<file path="src/rtl/vga_rect_filler.sv">
// Rectangle filler for a VGA pixel adapter: clips a rectangle to the screen
// and streams its pixels one per cycle in row-major order.
module vga_rect_filler #(
   parameter int SCREEN_W = 160,
   parameter int SCREEN_H = 120
) (
   input  logic       CLOCK_50,
   input  logic       resetn,
   input  logic       start,
   input  logic       clear,
   input  logic [7:0] x_in,
   input  logic [6:0] y_in,
   input  logic [7:0] w_in,
   input  logic [6:0] h_in,
   input  logic [2:0] colour_in,
   output logic [7:0] x,
   output logic [6:0] y,
   output logic [2:0] colour,
   output logic       plot,
   output logic       busy,
   output logic       done
);

   localparam logic [8:0] SW = 9'(SCREEN_W);
   localparam logic [7:0] SH = 8'(SCREEN_H);

   typedef enum logic [1:0] {IDLE, DRAW, DONE} state_t;

   state_t     state_q, state_d;
   logic [7:0] x_q, x_d, ox_q, ox_d, lx_q, lx_d;
   logic [6:0] y_q, y_d, ly_q, ly_d;
   logic [2:0] colour_q, colour_d;
   logic       plot_q, plot_d, busy_q, busy_d, done_q, done_d;

   logic [7:0] org_x;
   logic [6:0] org_y;
   logic [8:0] eff_w, rem_w;
   logic [7:0] eff_h, rem_h;
   logic [7:0] last_x;
   logic [6:0] last_y;

   // Clipping is done in one extra bit so SCREEN - origin never wraps.
   always_comb begin
      rem_w = SW - {1'b0, x_in};
      rem_h = SH - {1'b0, y_in};
      if (clear) begin
         org_x = '0;
         org_y = '0;
         eff_w = SW;
         eff_h = SH;
      end else begin
         org_x = x_in;
         org_y = y_in;
         if ({1'b0, x_in} >= SW)         eff_w = '0;
         else if ({1'b0, w_in} < rem_w)  eff_w = {1'b0, w_in};
         else                            eff_w = rem_w;
         if ({1'b0, y_in} >= SH)         eff_h = '0;
         else if ({1'b0, h_in} < rem_h)  eff_h = {1'b0, h_in};
         else                            eff_h = rem_h;
      end
      last_x = 8'(({1'b0, org_x} + eff_w) - 9'd1);
      last_y = 7'(({1'b0, org_y} + eff_h) - 8'd1);
   end

   always_comb begin
      state_d  = state_q;
      x_d      = x_q;
      y_d      = y_q;
      colour_d = colour_q;
      ox_d     = ox_q;
      lx_d     = lx_q;
      ly_d     = ly_q;
      plot_d   = 1'b0;
      busy_d   = 1'b0;
      done_d   = 1'b0;
      case (state_q)
         IDLE: begin
            if (start) begin
               busy_d = 1'b1;
               ox_d   = org_x;
               lx_d   = last_x;
               ly_d   = last_y;
               if (eff_w == '0 || eff_h == '0) begin
                  state_d = DONE;
                  done_d  = 1'b1;
               end else begin
                  // First pixel goes out together with the DRAW entry.
                  state_d  = DRAW;
                  x_d      = org_x;
                  y_d      = org_y;
                  colour_d = colour_in;
                  plot_d   = 1'b1;
               end
            end
         end
         DRAW: begin
            busy_d = 1'b1;
            if (x_q == lx_q) begin
               if (y_q == ly_q) begin
                  state_d = DONE;
                  done_d  = 1'b1;
               end else begin
                  x_d    = ox_q;
                  y_d    = y_q + 7'd1;
                  plot_d = 1'b1;
               end
            end else begin
               x_d    = x_q + 8'd1;
               plot_d = 1'b1;
            end
         end
         DONE:    state_d = IDLE;
         default: state_d = IDLE;
      endcase
   end

   always_ff @(posedge CLOCK_50 or negedge resetn) begin
      if (!resetn) begin
         state_q  <= IDLE;
         x_q      <= '0;
         y_q      <= '0;
         colour_q <= '0;
         ox_q     <= '0;
         lx_q     <= '0;
         ly_q     <= '0;
         plot_q   <= 1'b0;
         busy_q   <= 1'b0;
         done_q   <= 1'b0;
      end else begin
         state_q  <= state_d;
         x_q      <= x_d;
         y_q      <= y_d;
         colour_q <= colour_d;
         ox_q     <= ox_d;
         lx_q     <= lx_d;
         ly_q     <= ly_d;
         plot_q   <= plot_d;
         busy_q   <= busy_d;
         done_q   <= done_d;
      end
   end

   assign x      = x_q;
   assign y      = y_q;
   assign colour = colour_q;
   assign plot   = plot_q;
   assign busy   = busy_q;
   assign done   = done_q;

endmodule

</file>
<file path="config.mk">
export PLATFORM = sky130hd
export DESIGN_NAME = vga_rect_filler
export DESIGN_NICKNAME = d
export VERILOG_FILES = /design/src/rtl/vga_rect_filler.sv
export SDC_FILE = /design/constraint.sdc
export NUM_CORES = 1
export LEC_CHECK = 0
export ABC_AREA = 1
export CELL_PAD_IN_SITES_DETAIL_PLACEMENT = 0
export CELL_PAD_IN_SITES_GLOBAL_PLACEMENT = 1
export CORE_UTILIZATION = 40
export DETAILED_ROUTE_END_ITERATION = 10
export MAX_ROUTING_LAYER = met4
export PLACE_DENSITY_LB_ADDON = 0.12
export RECOVER_POWER = 25
export SYNTH_ARGS = -nofsm -noshare
export SYNTH_HDL_FRONTEND = slang
export SYNTH_SLANG_ARGS = --single-unit
</file>
<file path="constraint.sdc">
create_clock -name CLOCK_50 -period 4.32 [get_ports CLOCK_50]
set_clock_uncertainty 0.2 [all_clocks]
set_input_delay 0.864 -clock CLOCK_50 [delete_from_list [all_inputs] [get_ports CLOCK_50]]
set_output_delay 0.864 -clock CLOCK_50 [all_outputs]
set_load 0.1 [all_outputs]
</file>
# Word level (Yosys, flattened, before mapping)

Cells that the tools add are included.

Bits of input ports: 37
Bits in registers: 46
Logic and storage cells: 77
Output and inout bits: 21

Eq/ne operators: 9
Mux-type cells: 35
Order comparisons: 4
Reductions and logical operators: 10
Bitwise operators: 1
Add/subtract/negate cells: 8

Operators with widths:

| operator                                          | count |
|---|---|
| two-way mux 8 bit                                 | 8 |
| two-way mux 7 bit                                 | 5 |
| two-way mux 9 bit                                 | 3 |
| case mux 8 bit (2 select lines)                   | 1 |
| case mux 7 bit (2 select lines)                   | 1 |
| inequality test 2 bit (second input constant)     | 5 |
| zero test 9 bit                                   | 1 |
| less-than comparator 8 x 9 -> 1 bit               | 1 |
| two-way mux 1 bit                                 | 9 |
| subtractor 8 x 8 -> 9 bit (first input constant)  | 1 |
| adder 8 x 1 -> 8 bit (second input constant)      | 1 |
| adder 8 bit                                       | 1 |
| equality test 8 bit                               | 1 |
| >= comparator 8 bit (second input constant)       | 1 |
| zero test 8 bit                                   | 1 |
| less-than comparator 7 x 8 -> 1 bit               | 1 |
| two-way mux 2 bit                                 | 4 |
| subtractor 7 x 7 -> 8 bit (first input constant)  | 1 |
| subtractor 8 x 1 -> 8 bit (second input constant) | 1 |
| adder 7 x 1 -> 7 bit (second input constant)      | 1 |
| adder 7 bit                                       | 1 |
| equality test 7 bit                               | 1 |
| >= comparator 7 bit (second input constant)       | 1 |
| subtractor 7 x 1 -> 7 bit (second input constant) | 1 |
| other kinds (12)                                  | 15 |

# Logic depth before layout (Yosys ltp)

Depth in word-level cells: 10
Depth in mapped cells: 31

# Worst setup path after synthesis

No wires, ideal clock.

Kind: input to register
Start: input x_in[0]
End: register lx_q[7]
Stages on the path: 26
Library setup time: 127 ps
Arrival: 4148 ps
Slack: -156 ps
Cells stage by stage: inv_1 -> ha_1 -> nand4_2 -> nand3_1 -> nand2_1 -> ha_1 -> a21o_1 -> a21oi_1 -> nand2_1 -> nand3_1 -> nand3_1 -> ha_1 -> inv_1 -> ha_1 -> fa_1 -> a21oi_1 -> nor2_1 -> nor2_1 -> nor2_1 -> o21ai_0 -> nand2_1 -> xnor2_1 -> inv_1 -> nand2_1 -> nand3_1 -> o21ai_0

Cells in the longest elaborated chain, start to end: 7
Elaborated cells between the ends (all ways): 9
Those cells by class: 3 x add/sub; 2 x order compare; 4 x mux

RTL lines:

| item                                | RTL line | RTL |
|---|---|---|
| start, declared                     | 11       | `input logic [7:0] x_in,` |
| subtractor 8 x 8 -> 9 bit           | 44       | `rem_w = SW - {1'b0, x_in};` |
| less-than comparator 8 x 9 -> 1 bit | 55       | `else if ({1'b0, w_in} < rem_w) eff_w = {1'b0, w_in};` |
| two-way mux 9 bit                   | 55       |  |
| two-way mux 9 bit                   | 54       | `if ({1'b0, x_in} >= SW) eff_w = '0;` |
| two-way mux 9 bit                   | 46       | `if (clear) begin` |
| adder 8 bit (*)                     | 61       | `last_x = 8'(({1'b0, org_x} + eff_w) - 9'd1);` |
| subtractor 8 x 1 -> 8 bit (*)       | 61       |  |
| end signal, assigned                | 135      | `lx_q <= lx_d;` |
| end, declared                       | 30       | `logic [7:0] x_q, x_d, ox_q, ox_d, lx_q, lx_d;` |

Every way passes the cells marked *; elsewhere a longest branch is shown, timed or not.
A chain may end at the register's enable or synchronous reset.

# Worst setup path after layout

Ends and elaborated chain as after synthesis.

==> impl_metrics.yaml <==
clock_network:
  clk_path_buf_depth: 2
  number_of_buffers_inserted_during_clock_tree_synthesis: 5
  clock_tree.htree_level_count: 2
  clk_latency_ns: 0.31
  postCtsHoldBufs: 0
  root_buffer: "sky130_fd_sc_hd__clkbuf_8"
  clock-sinks: 46
  cts.reportedPaths.clkPinSlew_ns: 0.08
  clock_tree_from_tritoncts: "done"
global_routing:
  maximum_number_of_pins_on_one_net_before_global_route_repair: 47
  gr-usage-all-layers_pct: 21.5
  number_of_antenna_violations_at_the_first_check_in_global_routing: 0
  grt_pass1_vias: 4145
  globalRouteOverflowTotal: 0
  wire_length_of_the_first_global_routing_pass_um: 18600
routing:
  routed_via_density: 4.88
  drcViolationCount: 0
  vias: 4334
  drt.antenna.violating_nets: 0
  detail_route.wl_per_cell_um: 12.6
  route.final.wire_length_um: 11200
  detailedRoute.firstPassIterationCount: 4
  drt_first_iter_violations: 174
critical_path:
  path_max_fanout: 5
  worst_r2r_endpoint: "x[2]$_DFFE_PN0P_"
  crit_required_ns: 4.32
  worst_r2r_startpoint: "x[0]$_DFFE_PN0P_"
  critPathLaunchType: "primary input"
  slowest_stage: "sky130_fd_sc_hd__fa_2"
  ff2ff_setup_slack_ns: 1.68
  timing.critical_path.arrival_ns: 4.27
  cpPeakStageDelay_ns: 0.34
  worst-r2r-cell-count: 9
  critPathCaptureType: "register"
  critical_path_class: "in -> reg"
  critical-path-top-cell-by-count: "sky130_fd_sc_hd__nand2_4"
sta:
  final-hold-violation-count: 0
  endpoints_failing_setup: 0
  maxSlewHeadroom_pct: -61.1
  tightest_pin_transition_ns: 2.42
  finalWorstPathRequiredPeriod_ns: 4.27
  totalNegativeSetupSlack_ns: 0
  unrepaired_setup_endpoints_after_global_routing: "true"
  achievable_freq_mhz: 234
  period_share_pct: 98.8
  slew_violations: 47
placement:
  postPlaceCellArea_um2: 5460
  io_buffers: 57
  dpl.hpwl_um: 8270
  gp_congestion: 0.865
  dpl.cell_count: 849
finish:
  drive_above_1_share_pct: 30.3
  nets: 834
  antenna-diode-count: 0
  finish.instance_area_um2: 6200
  stdcell_count: 888
  syn2layout_area_growth_pct: 48.4
  finish.utilization_pct: 62.3
floorplan:
  core_area_um2: 9950
  die-width_um: 104
  start_util_pct: 42.0
  die_area_um2: 10900
  die_h_um: 104
  pin_count: 58
  floorplan.rows: 36
synth:
  total_number_of_yosys_warnings: 0
  flip_flop_and_latch_count_after_synthesis: 46
  mappedNetlistNets: 673
  post-synth-top-area-fraction_pct: 27.5
  synth_area_leaders: "sky130_fd_sc_hd__dfrtp_1 (28%), sky130_fd_sc_hd__nand2_1 (14%), sky130_fd_sc_hd__ha_1 (12%)"
  synth.avg_cell_area_um2: 7.05
  post_synth_instance_area_um2: 4180
  number_of_standard_cells_after_synthesis: 593
  synthDistinctLibCells: 42
  synth-seq-area-share_pct: 27.5
  synth_top_cell_by_area: "sky130_fd_sc_hd__dfrtp_1"
flow_run:
  drv_cap: 1
hold_path:
  timing.hold.worst_path_depth: 2
  worst_hold_path.endpoint: "ox_q[0]$_DFFE_PN0P_"
  startpoint_of_the_worst_hold_path: "ox_q[0]$_DFFE_PN0P_"
  min_delay_worst_type: "reg -> reg"
status:
  violated_checks: "capacitance limit, slew limit"
  run_status: "finished with violations"
power_and_ir_drop:
  leakagePower_nw: 3.18
  irDropWorstVdd_uv: 523
  power_density_nw_per_um2: 487
==> what timing repair did <==
| item | CTS | global route |
|---|---|---|
| setup buffers | 27 | 4 |
| cloned | 0 | 0 |
| pin swaps | 43 | 40 |
| resized for setup | 69 | 58 |
| setup endpoints to repair | 8 | 6 |
==> registers in the layout, summed over array words and instances (netlist names) <==
signal and count:
colour 3, lx_q 8, done 1, busy 1
state_q 2, x 8, ox_q 8, ly_q 7
y 7, plot 1
==> final cells by class <==
| type | count | area, um2 |
|---|---|---|
| fill | 865 | 3750 |
| clock inverter | 3 | 45.0 |
| inverter | 93 | 360 |
| sequential | 46 | 1150 |
| tap | 133 | 166 |
| multi-input combinational | 443 | 3020 |
| timing repair buffer | 165 | 1390 |
| clock buffer | 5 | 68.8 |
==> report_power, final <==
group | total (mW) | switching [mW] | internal, mW
clock network | 0.323 | 0.151 | 0.172
registers | 0.785 | 0.170 | 0.616
logic | 1.92 | 1.21 | 0.701
==> layer usage <==
layer	global-route usage, %	up-vias	wire length, um
met3	2.32	25	347
met1	26.7	1996	5140
met5	-	-	0
li1	-	2218	-
met4	7.24	0	294
met2	36.2	95	5430
==> cells in the final DEF (no fill, tap or decap), types with 15 or more instances in the layout <==
| master | count |
|---|---|
| sky130_fd_sc_hd__o21ai_0 | 36 |
| sky130_fd_sc_hd__buf_4 | 101 |
| sky130_fd_sc_hd__ha_1 | 29 |
| sky130_fd_sc_hd__clkdlybuf4s50_1 | 42 |
| sky130_fd_sc_hd__nor2_1 | 27 |
| sky130_fd_sc_hd__inv_1 | 74 |
| sky130_fd_sc_hd__nand2_1 | 154 |
| sky130_fd_sc_hd__inv_2 | 15 |
| sky130_fd_sc_hd__dfrtp_1 | 46 |
| sky130_fd_sc_hd__xor2_1 | 16 |
| sky130_fd_sc_hd__nand3_1 | 48 |
==> metrics by stage <==
step / hold slack [ns] / worst slack (ns) / total power, mW
finish: 0.285 / 0.0521 / 3.02
global route: 0.309 / -0.107 / 3.27
CTS: 0.288 / 0.00688 / 2.98
detailed placement: 0.264 / -0.768 / 2.58
global placement: 0.260 / -0.633 / 2.55
floorplan: 0.244 / -0.0400 / 2.09
==> synth_stat cells <==
cell / n
sky130_fd_sc_hd__nand3_2: 2
sky130_fd_sc_hd__a21oi_1: 12
sky130_fd_sc_hd__and3_1: 1
sky130_fd_sc_hd__inv_2: 6
sky130_fd_sc_hd__ha_1: 41
sky130_fd_sc_hd__nor2_1: 32
sky130_fd_sc_hd__clkinv_1: 1
sky130_fd_sc_hd__o211ai_1: 5
sky130_fd_sc_hd__nand4_1: 4
sky130_fd_sc_hd__buf_6: 1
sky130_fd_sc_hd__nor2_4: 1
sky130_fd_sc_hd__nand2_2: 7
sky130_fd_sc_hd__nor2_2: 2
sky130_fd_sc_hd__fa_1: 2
sky130_fd_sc_hd__a21oi_4: 1
sky130_fd_sc_hd__or2_2: 9
sky130_fd_sc_hd__a221oi_1: 2
sky130_fd_sc_hd__clkbuf_1: 9
sky130_fd_sc_hd__nor3_4: 1
sky130_fd_sc_hd__nand3_1: 60
sky130_fd_sc_hd__a21oi_2: 1
sky130_fd_sc_hd__xor2_1: 20
sky130_fd_sc_hd__or2_1: 1
sky130_fd_sc_hd__nor4_2: 1
sky130_fd_sc_hd__nand3b_1: 6
sky130_fd_sc_hd__nand2_4: 6
sky130_fd_sc_hd__dfrtp_1: 46
sky130_fd_sc_hd__a31oi_1: 5
sky130_fd_sc_hd__o21ai_0: 39
sky130_fd_sc_hd__o31ai_1: 1
sky130_fd_sc_hd__o22ai_1: 1
sky130_fd_sc_hd__nand4_2: 1
sky130_fd_sc_hd__nand2_1: 161
sky130_fd_sc_hd__xnor2_1: 11
sky130_fd_sc_hd__nand3_4: 1
sky130_fd_sc_hd__and2_1: 1
sky130_fd_sc_hd__clkinv_2: 1
sky130_fd_sc_hd__inv_1: 85
sky130_fd_sc_hd__nor3_1: 2
sky130_fd_sc_hd__a21o_1: 2
sky130_fd_sc_hd__clkbuf_8: 1
sky130_fd_sc_hd__o21bai_1: 1
==> worst max-delay path by stage <==
stage / cells past startpoint / start / endpoint
after global routing: 33 / x_in[2] / lx_q[7]$_DFFE_PN0P_
final: 29 / x_in[0] / lx_q[7]$_DFFE_PN0P_
after global placement: 31 / x_in[0] / lx_q[7]$_DFFE_PN0P_
after floorplan: 26 / x_in[0] / lx_q[7]$_DFFE_PN0P_
after CTS: 27 / x_in[3] / lx_q[7]$_DFFE_PN0P_
after detailed placement: 29 / x_in[0] / lx_q[7]$_DFFE_PN0P_
==> cell families after synthesis <==
kind of cell / share of synthesized area [%]
flops: 27.5
buf+inv: 9.78
simple gates: 33.3
xor+xnor: 6.49
fa+ha+maj: 13.2
compound gates: 9.64
==> worst max-delay path, delay by kind of cell <==
| kind | cells | cell delay, ns |
|---|---|---|
| AOI/OAI and AO/OA | 3 | 0.31 |
| xor gates and xnor gates | 1 | 0.14 |
| adders and majority gates | 4 | 1.05 |
| buffers and inverters | 5 | 0.33 |
| and+or+nand+nor | 16 | 1.55 |
No activity file was read; power rests on OpenSTA's default activity.
